[src/rtl/instruction_encoder_pkg.sv]
// Shared RV32I encoding definitions: operation enum, opcodes, funct fields,
// packing formats and the immediate range helper.
package instruction_encoder_pkg;

    typedef enum logic [4:0] {
        ENC_ADD, ENC_SUB, ENC_SLL, ENC_SRL, ENC_SRA,
        ENC_XOR, ENC_OR, ENC_AND, ENC_SLT, ENC_SLTU,
        ENC_ADDI, ENC_XORI, ENC_ORI, ENC_ANDI, ENC_SLTI, ENC_SLTIU,
        ENC_SLLI, ENC_SRLI, ENC_SRAI,
        ENC_LW, ENC_SW,
        ENC_BEQ, ENC_BNE, ENC_BLT, ENC_BGE, ENC_BLTU, ENC_BGEU,
        ENC_LUI
    } enc_op_type;

    typedef enum logic [2:0] {
        FMT_NONE, FMT_R, FMT_I, FMT_SHIFT, FMT_LOAD, FMT_STORE, FMT_BRANCH, FMT_LUI
    } enc_fmt_type;

    localparam logic [6:0] OPC_OP     = 7'b0110011;
    localparam logic [6:0] OPC_OP_IMM = 7'b0010011;
    localparam logic [6:0] OPC_LUI    = 7'b0110111;
    localparam logic [6:0] OPC_LOAD   = 7'b0000011;
    localparam logic [6:0] OPC_STORE  = 7'b0100011;
    localparam logic [6:0] OPC_BRANCH = 7'b1100011;

    localparam logic [2:0] F3_ADD_SUB = 3'b000;
    localparam logic [2:0] F3_SLL     = 3'b001;
    localparam logic [2:0] F3_SLT     = 3'b010;
    localparam logic [2:0] F3_SLTU    = 3'b011;
    localparam logic [2:0] F3_XOR     = 3'b100;
    localparam logic [2:0] F3_SRL_SRA = 3'b101;
    localparam logic [2:0] F3_OR      = 3'b110;
    localparam logic [2:0] F3_AND     = 3'b111;
    localparam logic [2:0] F3_WORD    = 3'b010;
    localparam logic [2:0] F3_BEQ     = 3'b000;
    localparam logic [2:0] F3_BNE     = 3'b001;
    localparam logic [2:0] F3_BLT     = 3'b100;
    localparam logic [2:0] F3_BGE     = 3'b101;
    localparam logic [2:0] F3_BLTU    = 3'b110;
    localparam logic [2:0] F3_BGEU    = 3'b111;

    localparam logic [6:0] F7_BASE = 7'b0000000;
    localparam logic [6:0] F7_ALT  = 7'b0100000;

    // True when a 32-bit value is representable as a 12-bit signed immediate.
    function automatic logic fits_simm12(input logic signed [31:0] imm);
        return (imm[31:11] == '0) || (imm[31:11] == '1);
    endfunction

endpackage

[src/rtl/instruction_encoder_packer.sv]
// Combinational packer: symbolic operation plus fields to a 32-bit RV32I word
// and a legality flag (immediate range and operation encoding).
module instruction_packer
    import instruction_encoder_pkg::*;
(
    input  enc_op_type         op,
    input  logic [4:0]         rd,
    input  logic [4:0]         rs1,
    input  logic [4:0]         rs2,
    input  logic signed [31:0] imm,
    output logic [31:0]        word,
    output logic               legal
);

    enc_fmt_type fmt;
    logic [2:0]  f3;
    logic [6:0]  f7;

    // Classify the operation into a format with its funct3/funct7.
    always_comb begin
        fmt = FMT_NONE;
        f3  = 3'b000;
        f7  = F7_BASE;
        case (op)
            ENC_ADD:   begin fmt = FMT_R; f3 = F3_ADD_SUB; end
            ENC_SUB:   begin fmt = FMT_R; f3 = F3_ADD_SUB; f7 = F7_ALT; end
            ENC_SLL:   begin fmt = FMT_R; f3 = F3_SLL; end
            ENC_SRL:   begin fmt = FMT_R; f3 = F3_SRL_SRA; end
            ENC_SRA:   begin fmt = FMT_R; f3 = F3_SRL_SRA; f7 = F7_ALT; end
            ENC_XOR:   begin fmt = FMT_R; f3 = F3_XOR; end
            ENC_OR:    begin fmt = FMT_R; f3 = F3_OR; end
            ENC_AND:   begin fmt = FMT_R; f3 = F3_AND; end
            ENC_SLT:   begin fmt = FMT_R; f3 = F3_SLT; end
            ENC_SLTU:  begin fmt = FMT_R; f3 = F3_SLTU; end
            ENC_ADDI:  begin fmt = FMT_I; f3 = F3_ADD_SUB; end
            ENC_XORI:  begin fmt = FMT_I; f3 = F3_XOR; end
            ENC_ORI:   begin fmt = FMT_I; f3 = F3_OR; end
            ENC_ANDI:  begin fmt = FMT_I; f3 = F3_AND; end
            ENC_SLTI:  begin fmt = FMT_I; f3 = F3_SLT; end
            ENC_SLTIU: begin fmt = FMT_I; f3 = F3_SLTU; end
            ENC_SLLI:  begin fmt = FMT_SHIFT; f3 = F3_SLL; end
            ENC_SRLI:  begin fmt = FMT_SHIFT; f3 = F3_SRL_SRA; end
            ENC_SRAI:  begin fmt = FMT_SHIFT; f3 = F3_SRL_SRA; f7 = F7_ALT; end
            ENC_LW:    begin fmt = FMT_LOAD; f3 = F3_WORD; end
            ENC_SW:    begin fmt = FMT_STORE; f3 = F3_WORD; end
            ENC_BEQ:   begin fmt = FMT_BRANCH; f3 = F3_BEQ; end
            ENC_BNE:   begin fmt = FMT_BRANCH; f3 = F3_BNE; end
            ENC_BLT:   begin fmt = FMT_BRANCH; f3 = F3_BLT; end
            ENC_BGE:   begin fmt = FMT_BRANCH; f3 = F3_BGE; end
            ENC_BLTU:  begin fmt = FMT_BRANCH; f3 = F3_BLTU; end
            ENC_BGEU:  begin fmt = FMT_BRANCH; f3 = F3_BGEU; end
            ENC_LUI:   begin fmt = FMT_LUI; end
            default:   begin fmt = FMT_NONE; end
        endcase
    end

    // Place fields per format; unused register fields stay zero.
    always_comb begin
        word  = '0;
        legal = 1'b0;
        case (fmt)
            FMT_R: begin
                word  = {f7, rs2, rs1, f3, rd, OPC_OP};
                legal = 1'b1;
            end
            FMT_I: begin
                word  = {imm[11:0], rs1, f3, rd, OPC_OP_IMM};
                legal = fits_simm12(imm);
            end
            FMT_SHIFT: begin
                word  = {f7, imm[4:0], rs1, f3, rd, OPC_OP_IMM};
                legal = (imm[31:5] == '0);
            end
            FMT_LOAD: begin
                word  = {imm[11:0], rs1, f3, rd, OPC_LOAD};
                legal = fits_simm12(imm);
            end
            FMT_STORE: begin
                word  = {imm[11:5], rs2, rs1, f3, imm[4:0], OPC_STORE};
                legal = fits_simm12(imm);
            end
            FMT_BRANCH: begin
                word  = {imm[12], imm[10:5], rs2, rs1, f3, imm[4:1], imm[11], OPC_BRANCH};
                legal = ((imm[31:12] == '0) || (imm[31:12] == '1)) && !imm[0];
            end
            FMT_LUI: begin
                word  = {imm[31:12], rd, OPC_LUI};
                legal = (imm[11:0] == '0);
            end
            default: begin
                word  = '0;
                legal = 1'b0;
            end
        endcase
    end

endmodule

[src/rtl/instruction_encoder.sv]
// Instruction memory writer: accepts symbolic requests, encodes them and
// writes them to sequential word addresses with memory backpressure.
module instruction_encoder
    import instruction_encoder_pkg::*;
#(
    parameter int ADDR_WIDTH = 8
) (
    input  logic                  clk,
    input  logic                  rst,
    input  logic                  req_valid,
    output logic                  req_ready,
    input  enc_op_type            req_op,
    input  logic [4:0]            req_rd,
    input  logic [4:0]            req_rs1,
    input  logic [4:0]            req_rs2,
    input  logic signed [31:0]    req_imm,
    input  logic                  load_addr,
    input  logic [ADDR_WIDTH-1:0] base_addr,
    output logic                  imem_we,
    input  logic                  imem_ready,
    output logic [ADDR_WIDTH-1:0] imem_addr,
    output logic [31:0]           imem_wdata,
    output logic                  err,
    output logic [7:0]            err_count,
    output logic [ADDR_WIDTH:0]   words_written
);

    function automatic logic [7:0] sat_inc_err(input logic [7:0] v);
        return (v == 8'hFF) ? v : v + 8'd1;
    endfunction

    function automatic logic [ADDR_WIDTH:0] sat_inc_words(input logic [ADDR_WIDTH:0] v);
        return (&v) ? v : v + 1'b1;
    endfunction

    logic [31:0]           word_p0;
    logic                  legal_p0;
    logic                  accept_p0;
    logic                  write_hs;
    logic                  vld_p1;
    logic [31:0]           wdata_p1;
    logic [ADDR_WIDTH-1:0] addr_p1;
    logic                  err_p1;
    logic [7:0]            err_cnt_p1;
    logic [ADDR_WIDTH:0]   words_p1;

    instruction_packer u_packer (
        .op    (req_op),
        .rd    (req_rd),
        .rs1   (req_rs1),
        .rs2   (req_rs2),
        .imm   (req_imm),
        .word  (word_p0),
        .legal (legal_p0)
    );

    assign req_ready = !rst && (!vld_p1 || imem_ready);
    assign accept_p0 = req_valid && req_ready;
    assign write_hs  = vld_p1 && imem_ready;

    // ---- stage p0 -> p1: encoded word into the output register ----

    // Output register: loaded by a legal accept, emptied by a write handshake.
    always_ff @(posedge clk or posedge rst) begin
        if (rst) begin
            vld_p1   <= 1'b0;
            wdata_p1 <= '0;
        end else if (accept_p0 && legal_p0) begin
            vld_p1   <= 1'b1;
            wdata_p1 <= word_p0;
        end else if (write_hs) begin
            vld_p1   <= 1'b0;
        end
    end

    // Write pointer and completed-write count; a load overrides the increment.
    always_ff @(posedge clk or posedge rst) begin
        if (rst) begin
            addr_p1  <= '0;
            words_p1 <= '0;
        end else if (load_addr) begin
            addr_p1  <= base_addr;
            words_p1 <= '0;
        end else if (write_hs) begin
            addr_p1  <= addr_p1 + 1'b1;
            words_p1 <= sat_inc_words(words_p1);
        end
    end

    // Sticky error flag and saturating count of rejected requests.
    always_ff @(posedge clk or posedge rst) begin
        if (rst) begin
            err_p1     <= 1'b0;
            err_cnt_p1 <= '0;
        end else if (accept_p0 && !legal_p0) begin
            err_p1     <= 1'b1;
            err_cnt_p1 <= sat_inc_err(err_cnt_p1);
        end
    end

    assign imem_we       = vld_p1;
    assign imem_wdata    = wdata_p1;
    assign imem_addr     = addr_p1;
    assign err           = err_p1;
    assign err_count     = err_cnt_p1;
    assign words_written = words_p1;

endmodule

[config.mk]
export PLATFORM = sky130hd
export DESIGN_NAME = instruction_encoder
export DESIGN_NICKNAME = d
export VERILOG_FILES = /design/src/rtl/instruction_encoder_pkg.sv /design/src/rtl/instruction_encoder_packer.sv /design/src/rtl/instruction_encoder.sv
export SDC_FILE = /design/constraint.sdc
export NUM_CORES = 1
export LEC_CHECK = 0
export ABC_AREA = 1
export CORE_MARGIN = 2
export CORE_UTILIZATION = 46
export CTS_CLUSTER_SIZE = 40
export DETAILED_ROUTE_END_ITERATION = 6
export PLACE_DENSITY = 0.82
export SKIP_LAST_GASP = 1
export SLEW_MARGIN = 10
export SYNTH_ARGS = -nofsm -noshare
export SYNTH_HDL_FRONTEND = slang
export SYNTH_SLANG_ARGS = --single-unit
[constraint.sdc]
create_clock -name clk -period 5.52 [get_ports clk]
set_clock_uncertainty 0.15 [all_clocks]
set_input_delay 0.828 -clock clk [delete_from_list [all_inputs] [get_ports clk]]
set_output_delay 0.828 -clock clk [all_outputs]
set_load 0.01 [all_outputs]
## Word-level counts from Yosys, hierarchy flattened

Index checks and enable logic that the tools add are counted.

| word-level totals | value |
|---|---|
| bits in registers | 59 |
| input bits | 65 |
| output and inout bits | 60 |
| logic and storage cells | 96 |

| operators by class | value |
|---|---|
| $add $sub $neg | 3 |
| eq/ne operators | 38 |
| multiplexer cells | 12 |
| bitwise operators | 1 |
| reduce and logical (&&, ||, !) cells | 36 |

Operator list:

| kind | count |
|---|---|
| 32-bit case mux with 7 select lines | 1 |
| 5-bit equality test (second input constant) | 12 |
| 3-bit case mux with 7 select lines | 2 |
| 5-bit by 4-bit equality test with 1-bit output (second input constant) | 8 |
| 27-bit zero test | 1 |
| 9-bit two-way mux | 3 |
| 21-bit equality test (second input constant) | 1 |
| 21-bit zero test | 1 |
| 3-bit OR reduction | 7 |
| 20-bit equality test (second input constant) | 1 |
| 5-bit by 3-bit equality test with 1-bit output (second input constant) | 4 |
| 20-bit zero test | 1 |
| 8-bit by 1-bit adder with 8-bit output (second input constant) | 2 |
| 8-bit two-way mux | 2 |
| 3-bit equality test (second input constant) | 4 |
| 12-bit zero test | 1 |
| 6-bit OR reduction | 2 |
| 5-bit by 2-bit equality test with 1-bit output (second input constant) | 2 |
| 10-bit OR reduction | 1 |
| 9-bit by 1-bit adder with 9-bit output (second input constant) | 1 |
| 9-bit AND reduction | 1 |
| 8-bit equality test (second input constant) | 1 |
| 3-bit by 2-bit equality test with 1-bit output (second input constant) | 2 |
| 1-bit logical AND | 6 |
| other kinds (15) | 23 |

## Depth between registers and ports, before layout

Gate-level depths: netlist of the first run.

| depth | value |
|---|---|
| word-level depth | 9 |
| mapped depth | 15 |
| gate-level depth less buffers | 14 |

## Cells and area by module

A second synthesis of the first run with hierarchy kept.

| unflattened totals | value |
|---|---|
| cell total of the unflattened synthesis | 645 |
| area total of the unflattened synthesis | 4209.0 um^2 |

By module, submodules not included:

| module | instances | cells each | area an instance (um^2) | seq. area each (um^2) |
|---|---|---|---|---|
| instruction_encoder | 1 | 351 | 2906.5 | 1476.4 |
| instruction_packer | 1 | 294 | 1302.5 | 0.0 |

## Worst setup path before layout of the first run

No wires, ideal clock.

| path | value |
|---|---|
| path kind | input-to-reg |
| start | in req_op[4] |
| end | reg wdata_p1[4] (netlist: imem_wdata[4]) |
| library setup time | 0.117 ns |
| data arrival time | 2.124 ns |
| data required time | 5.253 ns |
| path slack | 3.130 ns |
| stages on the path | 14 |
| buffers on the path | 4 |
| cell sequence | buf_4 > buf_2 > nand3_2 > nand2_1 > inv_2 > nand2_1 > nand2_1 > nand2_1 > nor2_4 > inv_4 > buf_6 > buf_12 > nand3_2 > nand2_1 |

| on the way | value |
|---|---|
| cells in the longest elaborated chain, start to end | 7 |
| elaborated cells between the ends (all ways) | 44 |
| classes of those cells | 34 x eq/ne; 3 x mux; 7 x reduce/logical |

RTL lines:

| item | RTL line | source |
|---|---|---|
| start: declaration | instruction_encoder.sv:12 | `input enc_op_type req_op,` |
| 5-bit by 1-bit equality test with 1-bit output (tied with other cells) | instruction_encoder_packer.sv:24 | `case (op)` |
| 10-bit OR reduction (no source line) (tied with other cells) | n/a |  |
| 3-bit case mux with 7 select lines * | instruction_encoder_packer.sv:24 |  |
| 3-bit by 2-bit equality test with 1-bit output or 3-bit equality test (tied branches) | instruction_encoder_packer.sv:61 | `case (fmt)` |
| 3-bit OR reduction (no source line) | n/a |  |
| 1-bit case mux with 5 select lines | instruction_encoder_packer.sv:61 |  |
| 1-bit logical AND | instruction_encoder.sv:68 | `end else if (accept_p0 && legal_p0) begin` |
| end signal: assignment | instruction_encoder.sv:70 | `wdata_p1 <= word_p0;` |
| end: declaration | instruction_encoder.sv:41 | `logic [31:0] wdata_p1;` |

Mark *: on every way between the ends. The rest lies on a longest branch, timed or not.
A chain may end at the register's enable or synchronous reset.

## Final worst setup path of the first run

| path | value |
|---|---|
| start | in req_op[4] |
| end | reg vld_p1 (netlist: imem_we) |

| on the way | value |
|---|---|
| cells in the longest elaborated chain, start to end | 8 |
| elaborated cells between the ends (all ways) | 45 |
| classes of those cells | 34 x eq/ne; 3 x mux; 8 x reduce/logical |

RTL lines:

| item | RTL line | source |
|---|---|---|
| 5-bit by 1-bit equality test with 1-bit output (tied with other cells) | instruction_encoder_packer.sv:24 |  |
| 10-bit OR reduction (no source line) (tied with other cells) | n/a |  |
| 3-bit case mux with 7 select lines * | instruction_encoder_packer.sv:24 |  |
| 3-bit by 2-bit equality test with 1-bit output or 3-bit equality test (tied branches) | instruction_encoder_packer.sv:61 |  |
| 3-bit OR reduction (no source line) | n/a |  |
| 1-bit case mux with 5 select lines * | instruction_encoder_packer.sv:61 |  |
| 1-bit logical AND * | instruction_encoder.sv:68 |  |
| 1-bit two-way mux or 2-bit nonzero test (tied branches) | n/a |  |
| end signal: assignment | instruction_encoder.sv:66 | `vld_p1 <= 1'b0;` |
| end signal: assignment | instruction_encoder.sv:69 | `vld_p1 <= 1'b1;` |
| end signal: assignment | instruction_encoder.sv:72 | `vld_p1 <= 1'b0;` |
| end: declaration | instruction_encoder.sv:40 | `logic vld_p1;` |

Marks and branches as above.

==> run_results.csv, run 1 <==
group,metric,value,unit
placed_design,place_ws,1.220,ns
synth,synth_largest_area_cell,"dfrtp_1",
global_routing,grtUsageMet3,0.05275,
die,boundaryPins,125,
synth,ys_top_cells_by_count,"183 x nand2_1, 67 x nor2_1, 57 x dfrtp_1, 56 x nand3_1, 43 x inv_1",
synth,synth-simple-area-share,0.4219,
min_path,min_path_type,"reg2reg",
clocking,post_cts_resized,0,
power,power_density,243.1,nW/µm²
detailed_routing,avgRoutedWirePerCell,15.04,µm
sta,final-setup-viol-count,0,
sta,post-route-min-period,4.014,ns
synth,yosys_warnings,0,
power,p_int,0.8905,mW
global_routing,use_met2,0.4145,
sta,worstMarginPinSlew,0.9576,ns
detailed_routing,num_vias,4459,
die,dieArea,9418,µm²
setup_path,arrival,4.04,ns
synth,syn-instance-count,584,
synth,yosysMostFrequentCell,"nand2_1",
synth,synthAdderAreaFrac,0.01257,
global_routing,antenna_found_initial,0,
die,die_h,97.05,µm
clocking,cts_setup_buffers,0,
setup_path,required,5.54,ns
die,start_util,0.4799,
sta,post-route-period-util,0.7273,
synth,synthXorXnorAreaFrac,0.02419,
clocking,clk_pin_slew,0.07,ns
detailed_routing,routed_wirelength,12150,µm
setup_path,path_class,"in2reg",
clocking,cts_tree,"yes",
detailed_routing,route.detailed.drc,0,
sta,setup_tns,0,ns
synth,synth_edf_count,0,
global_routing,grt_pass1_vias,4170,
synth,synth_compound_area_frac,0.09991,
synth,yosysSeqAreaShare,0.3582,
clocking,cts.sinks,57,
global_routing,grt-ovfl-total,0,
sta,relSlewSlack,0.3609,
sta,hold_viol,0,
die,core-area,8299,µm²
global_routing,busiest_layer,"met2",
clocking,holdBufCountCts,0,
die,rows,33,
global_routing,grt_pass1_wl,20070,µm
clocking,cts.path.max_buffers,2,
synth,syn-num-nets,653,
power,pwr-share-clk,0.270,
clocking,htree_levels,3,
synth,ys_async_sr_fraction,1.000,
sta,rsz0062_at_grt,"false",
clocking,clk_latency,0.33,ns
job,drv_cap,0,
global_routing,grt_max_degree,58,
placed_design,place_hpwl,9448,µm
power,ir_drop,0.1202,mV
layout,drive_gt1_frac,0.06543,
setup_path,start_kind,"primary input",
detailed_routing,first_iter_violations,298,
synth,syn_area_per_cell,6.819,µm²
power,seqPwrFrac,0.408,
clocking,clockRootBuffer,"clkbuf_8",
setup_path,path_max_fanout,31,
layout,nNetsFinal,768,
layout,finish.utilization,0.6525,
sta,max_freq,0.2491,GHz
sta,drv_slew,0,
synth,synthFlopType,"dfrtp_1",
setup_path,end_kind,"flop",
global_routing,grt_usage,0.2572,
synth,synthMuxAreaShare,0,
detailed_routing,dr.pass1.iters,5,
status,outcome,"complete, no violations",
placed_design,place.gp.congestion,0.9642,
sta,setup_ws,1.506,ns
clocking,cts_buffers,9,
detailed_routing,antenna_left,0,
layout,diodes,0,
synth,ys_seq_elements,57,
synth,synth_top_family_by_area,"simple AND/OR/NAND/NOR gates",
power,swShare,0.3237,
power,power_leakage,2.510,nW
placed_design,port-buffer-count,123,
power,p_sw,0.4261,mW
synth,ys_types,39,
global_routing,grt_use_met1,0.3432,
synth,synth_area_leaders,"dfrtp_1 36%, nand2_1 17%, nand3_1 7.0%",
synth,syn_area,3983,µm²
power,share_comb_of_total_power,0.321,
layout,area_growth,35.97,%
die,die_w,97.05,µm
synth,yosys.area.top_type_share,0.3582,
detailed_routing,vias_per_cell,5.519,
-- worst max-delay path, stage by stage --
cell and delay, ns:
clkdlybuf4s50_1 0.90, clkinv_1 0.44, nand2_1 0.46, nand2_1 0.09, nand2_1 0.08, nand2_1 0.08
nor2_4 0.30, inv_4 0.21, nand2_2 0.47, o21ai_0 0.17
-- routing by layer --
metal	wire (µm)	vias up
li1	-	2158
met4	248	0
met2	5690	230
met1	5155	2046
met3	1059	25
met5	0	-
-- state kept, by name, summed over array words and instances (netlist names) --
| name | flops |
|---|---|
| err | 1 |
| err_count | 8 |
| imem_addr | 8 |
| imem_wdata | 30 |
| imem_we | 1 |
| words_written | 9 |
-- through the flow --
stage	cells	cell area [µm²]	power (mW)	hold WS (ns)
detailed placement	793	5233	0.9652	0.3064
CTS	808	5414	1.326	0.3212
global placement	793	5233	0.9545	0.3051
floorplan	584	3983	0.7286	0.3432
global route	808	5415	1.393	0.3262
finish	808	5415	1.317	0.3198
-- layout make-up --
class	instances	area (µm²)
multi-input combinational	455	2235
tap	105	131.4
timing repair buffer	125	1246
fill	714	2884
sequential	57	1426
clock inverter	2	12.51
clock buffer	13	168.9
inverter	51	195.2
-- cells in the final DEF (no fill, tap or decap), types with 4 or more instances in the layout --
| master | netlist | final |
|---|---|---|
| xor2_1 | 9 | 9 |
| clkbuf_8 | 0 | 12 |
| a21oi_1 | 29 | 29 |
| dfrtp_1 | 57 | 57 |
| o21ai_0 | 27 | 27 |
| inv_2 | 5 | 5 |
| nor2_1 | 67 | 67 |
| ha_1 | 4 | 4 |
| clkdlybuf4s50_1 | 0 | 123 |
| inv_1 | 43 | 42 |
| a21boi_0 | 5 | 5 |
| nand4_1 | 24 | 24 |
| nand2_1 | 183 | 183 |
| nand3_1 | 56 | 56 |
| nor3_1 | 8 | 8 |
| nand3_2 | 14 | 14 |
-- path summary, 6_finish.rpt --
check                                             start                           end  slack, ns  depth (start not counted)
max reg2reg                words_written[0]$_DFFE_PP0P_  words_written[7]$_DFFE_PP0P_       2.97                         13
min                                     err$_DFFE_PP0P_               err$_DFFE_PP0P_       0.32                          1
max                                           req_op[4]           imem_we$_DFFE_PP0P_       1.51                         10
max in group asynchronous                           rst     imem_wdata[1]$_DFFE_PP0P_       3.67                          2
min reg2reg                             err$_DFFE_PP0P_               err$_DFFE_PP0P_       0.32                          1
min in group asynchronous                           rst    imem_wdata[11]$_DFFE_PP0P_       0.99                          2
-- power groups by stage --
stage	clock [mW]	combinational [mW]	sequential, mW
floorplan	0	0.164	0.565
CTS	0.365	0.423	0.538
finish	0.356	0.423	0.538
global route	0.384	0.463	0.546
global placement	0	0.412	0.542
detailed placement	0	0.421	0.544
-- cells by family (layout without fill, tap and decap cells) --
logic type               after synthesis  after routing
XOR/XNOR                              11             11
buffers and inverters                 72            191
adder cells (fa/ha/maj)                4              4
AO/OA/AOI/OAI                         72             72
AND/OR/NAND/NOR                      367            367
flip-flops                            57             57
other                                  1              1
Note: power is estimated with default switching activity, not from simulation.
==> run 2: changes to the inputs <==
==> constraint.sdc (replaced) <==
create_clock -name clk -period 3.7 [get_ports clk]
set_clock_uncertainty 0.15 [all_clocks]
set_input_delay 0.555 -clock clk [delete_from_list [all_inputs] [get_ports clk]]
set_output_delay 0.555 -clock clk [all_outputs]
set_load 0.01 [all_outputs]
==> run 2 against run 1 <==
Against the previous run: final area increased by 2.0%; clock-buffer cell count fell by 1; sequential share of layout area decreased by 0.52 points; critical path depth is 2 higher; core utilization rose by 1.3 points; global-route usage down 0.39 points.
==> run_results.csv, run 2 (synthesis results as in run 1) <==
group,metric,value,unit
sta,rsz0062_at_grt,"false",
layout,area_growth,38.71,%
setup_path,end_kind,"flop",
placed_design,dpl.cell_count,798,
setup_path,path_max_fanout,31,
global_routing,grt-ovfl-total,0,
power,share_comb_of_total_power,0.291,
power,pwr-share-clk,0.340,
layout,mostFrequentLayoutCell,"nand2_1",
setup_path,worstSetupStartpoint,"req_op[4]",
clocking,cts.path.max_buffers,2,
status,outcome,"complete, no violations",
detailed_routing,num_vias,4421,
placed_design,port-buffer-count,123,
detailed_routing,routed_wirelength,12010,µm
setup_path,arrival,3.21,ns
detailed_routing,antenna_left,0,
power,ir_drop,0.1931,mV
sta,whs,0.3134,ns
sta,post-route-period-util,0.8498,
clocking,clockRootBuffer,"clkbuf_8",
power,swShare,0.2986,
global_routing,grt_max_degree,58,
layout,nNetsFinal,773,
clocking,post_cts_resized,0,
layout,stdcell_count,814,
layout,drive_gt1_frac,0.07334,
sta,final-setup-viol-count,0,
layout,final_cell_mix,"183 x nand2_1, 123 x clkdlybuf4s50_1, 67 x nor2_1, 57 x dfrtp_1, 56 x nand3_1",
power,p_total,2.172,mW
global_routing,grt_pass1_wl,19830,µm
clocking,cts_buffers,9,
layout,diodes,0,
clocking,htree_levels,3,
layout,finish.utilization,0.6656,
power,seqPwrFrac,0.369,
die,boundaryPins,125,
sta,setup_tns,0,ns
sta,hold_viol,0,
setup_path,required,3.77,ns
power,power_leakage,2.568,nW
detailed_routing,highest_layer,"met4",
sta,max_freq,0.3181,GHz
min_path,hold_start,"err$_DFFE_PP0P_",
detailed_routing,dr_wl_met2,5730,µm
detailed_routing,dr.pass1.iters,5,
setup_path,r2r-start,"words_written[0]$_DFFE_PP0P_",
detailed_routing,vias_per_cell,5.431,
die,rows,33,
clocking,cts_tree,"yes",
clocking,holdBufCountCts,0,
detailed_routing,met3_length,851,µm
detailed_routing,avgRoutedWirePerCell,14.75,µm
sta,relSlewSlack,0.5227,
die,die_w,97.05,µm
global_routing,grt_usage,0.2532,
sta,drv_slew,0,
power,power_density,393.3,nW/µm²
power,p_sw,0.6488,mW
layout,largest_reg_flops,30,
job,drv_cap,0,
placed_design,place_hpwl,9224,µm
clocking,clk_latency,0.33,ns
clocking,cts_setup_buffers,0,
setup_path,start_kind,"primary input",
setup_path,path_class,"in2reg",
die,die_h,97.05,µm
sta,worstMarginPinSlew,0.7160,ns
detailed_routing,route.detailed.drc,0,
detailed_routing,wl_met1,5323,µm
die,core-area,8299,µm²
die,start_util,0.4799,
clocking,cts.sinks,57,
clocking,clk_pin_slew,0.07,ns
global_routing,antenna_found_initial,0,
placed_design,place.gp.congestion,0.9258,
sta,post-route-min-period,3.144,ns
power,p_int,1.524,mW
global_routing,grt_pass1_vias,4234,
detailed_routing,first_iter_violations,321,
die,dieArea,9418,µm²
min_path,min_path_type,"reg2reg",
[run 2: cell count changes in the layout (fill, tap and decap cells not counted), sizes merged]
cell      delta
bufinv       +3
clkinv       -1
clkbuf       -1
inv          +1
clkinvlp     -1
buf          +5
[run 2: metrics by stage]
step | worst slack, ns | cell area, µm²
floorplan | 1.482 | 3983
global placement | 0.3320 | 5270
detailed placement | 0.2207 | 5270
CTS | 0.5836 | 5524
global route | 0.2838 | 5524
finish | 0.5559 | 5524
[run 2: routing by layer]
metal  track usage  vias to the layer above
li1              -                     2172
met5             0                        -
met2        0.4156                      189
met4       0.06609                        0
met1        0.3478                     2047
met3       0.04263                       13
[run 2: power by group through the flow]
| stage | clock network [mW] | registers (mW) | logic [mW] |
|---|---|---|---|
| floorplan | 0 | 0.842 | 0.245 |
| global placement | 0 | 0.811 | 0.618 |
| detailed placement | 0 | 0.810 | 0.633 |
| CTS | 0.752 | 0.801 | 0.634 |
| global route | 0.786 | 0.814 | 0.688 |
| finish | 0.740 | 0.801 | 0.632 |
[run 2: layout make-up]
class,count,area [µm²]
fill,711,2775
multi-input combinational,455,2235
sequential,57,1426
timing repair buffer,130,1284
inverter,51,193.9
clock buffer,12,155.1
tap,105,131.4
clock inverter,4,98.84
[run 2: final timing paths]
check / slack (ns) / endpoint / cells after the start
min in group asynchronous: 0.71 / imem_addr[3]$_DFFE_PP0P_ / 3
hold / removal: 0.31 / err$_DFFE_PP0P_ / 1
setup reg to reg: 1.11 / words_written[7]$_DFFE_PP0P_ / 13
max in group asynchronous: 2.22 / imem_wdata[7]$_DFFE_PP0P_ / 3
setup / recovery: 0.56 / imem_wdata[13]$_DFFE_PP0P_ / 12
hold reg to reg: 0.31 / err$_DFFE_PP0P_ / 1
[run 2: critical path: stages]
cell and delay [ns]:
clkdlybuf4s50_1 0.90, nand3_2 0.31, nand2_1 0.19, inv_2 0.05, nand2_1 0.05, nand2_1 0.05, nand2_1 0.10, nor2_4 0.06
inv_4 0.26, nand2_2 0.42, nand2_1 0.17, nand2_1 0.07
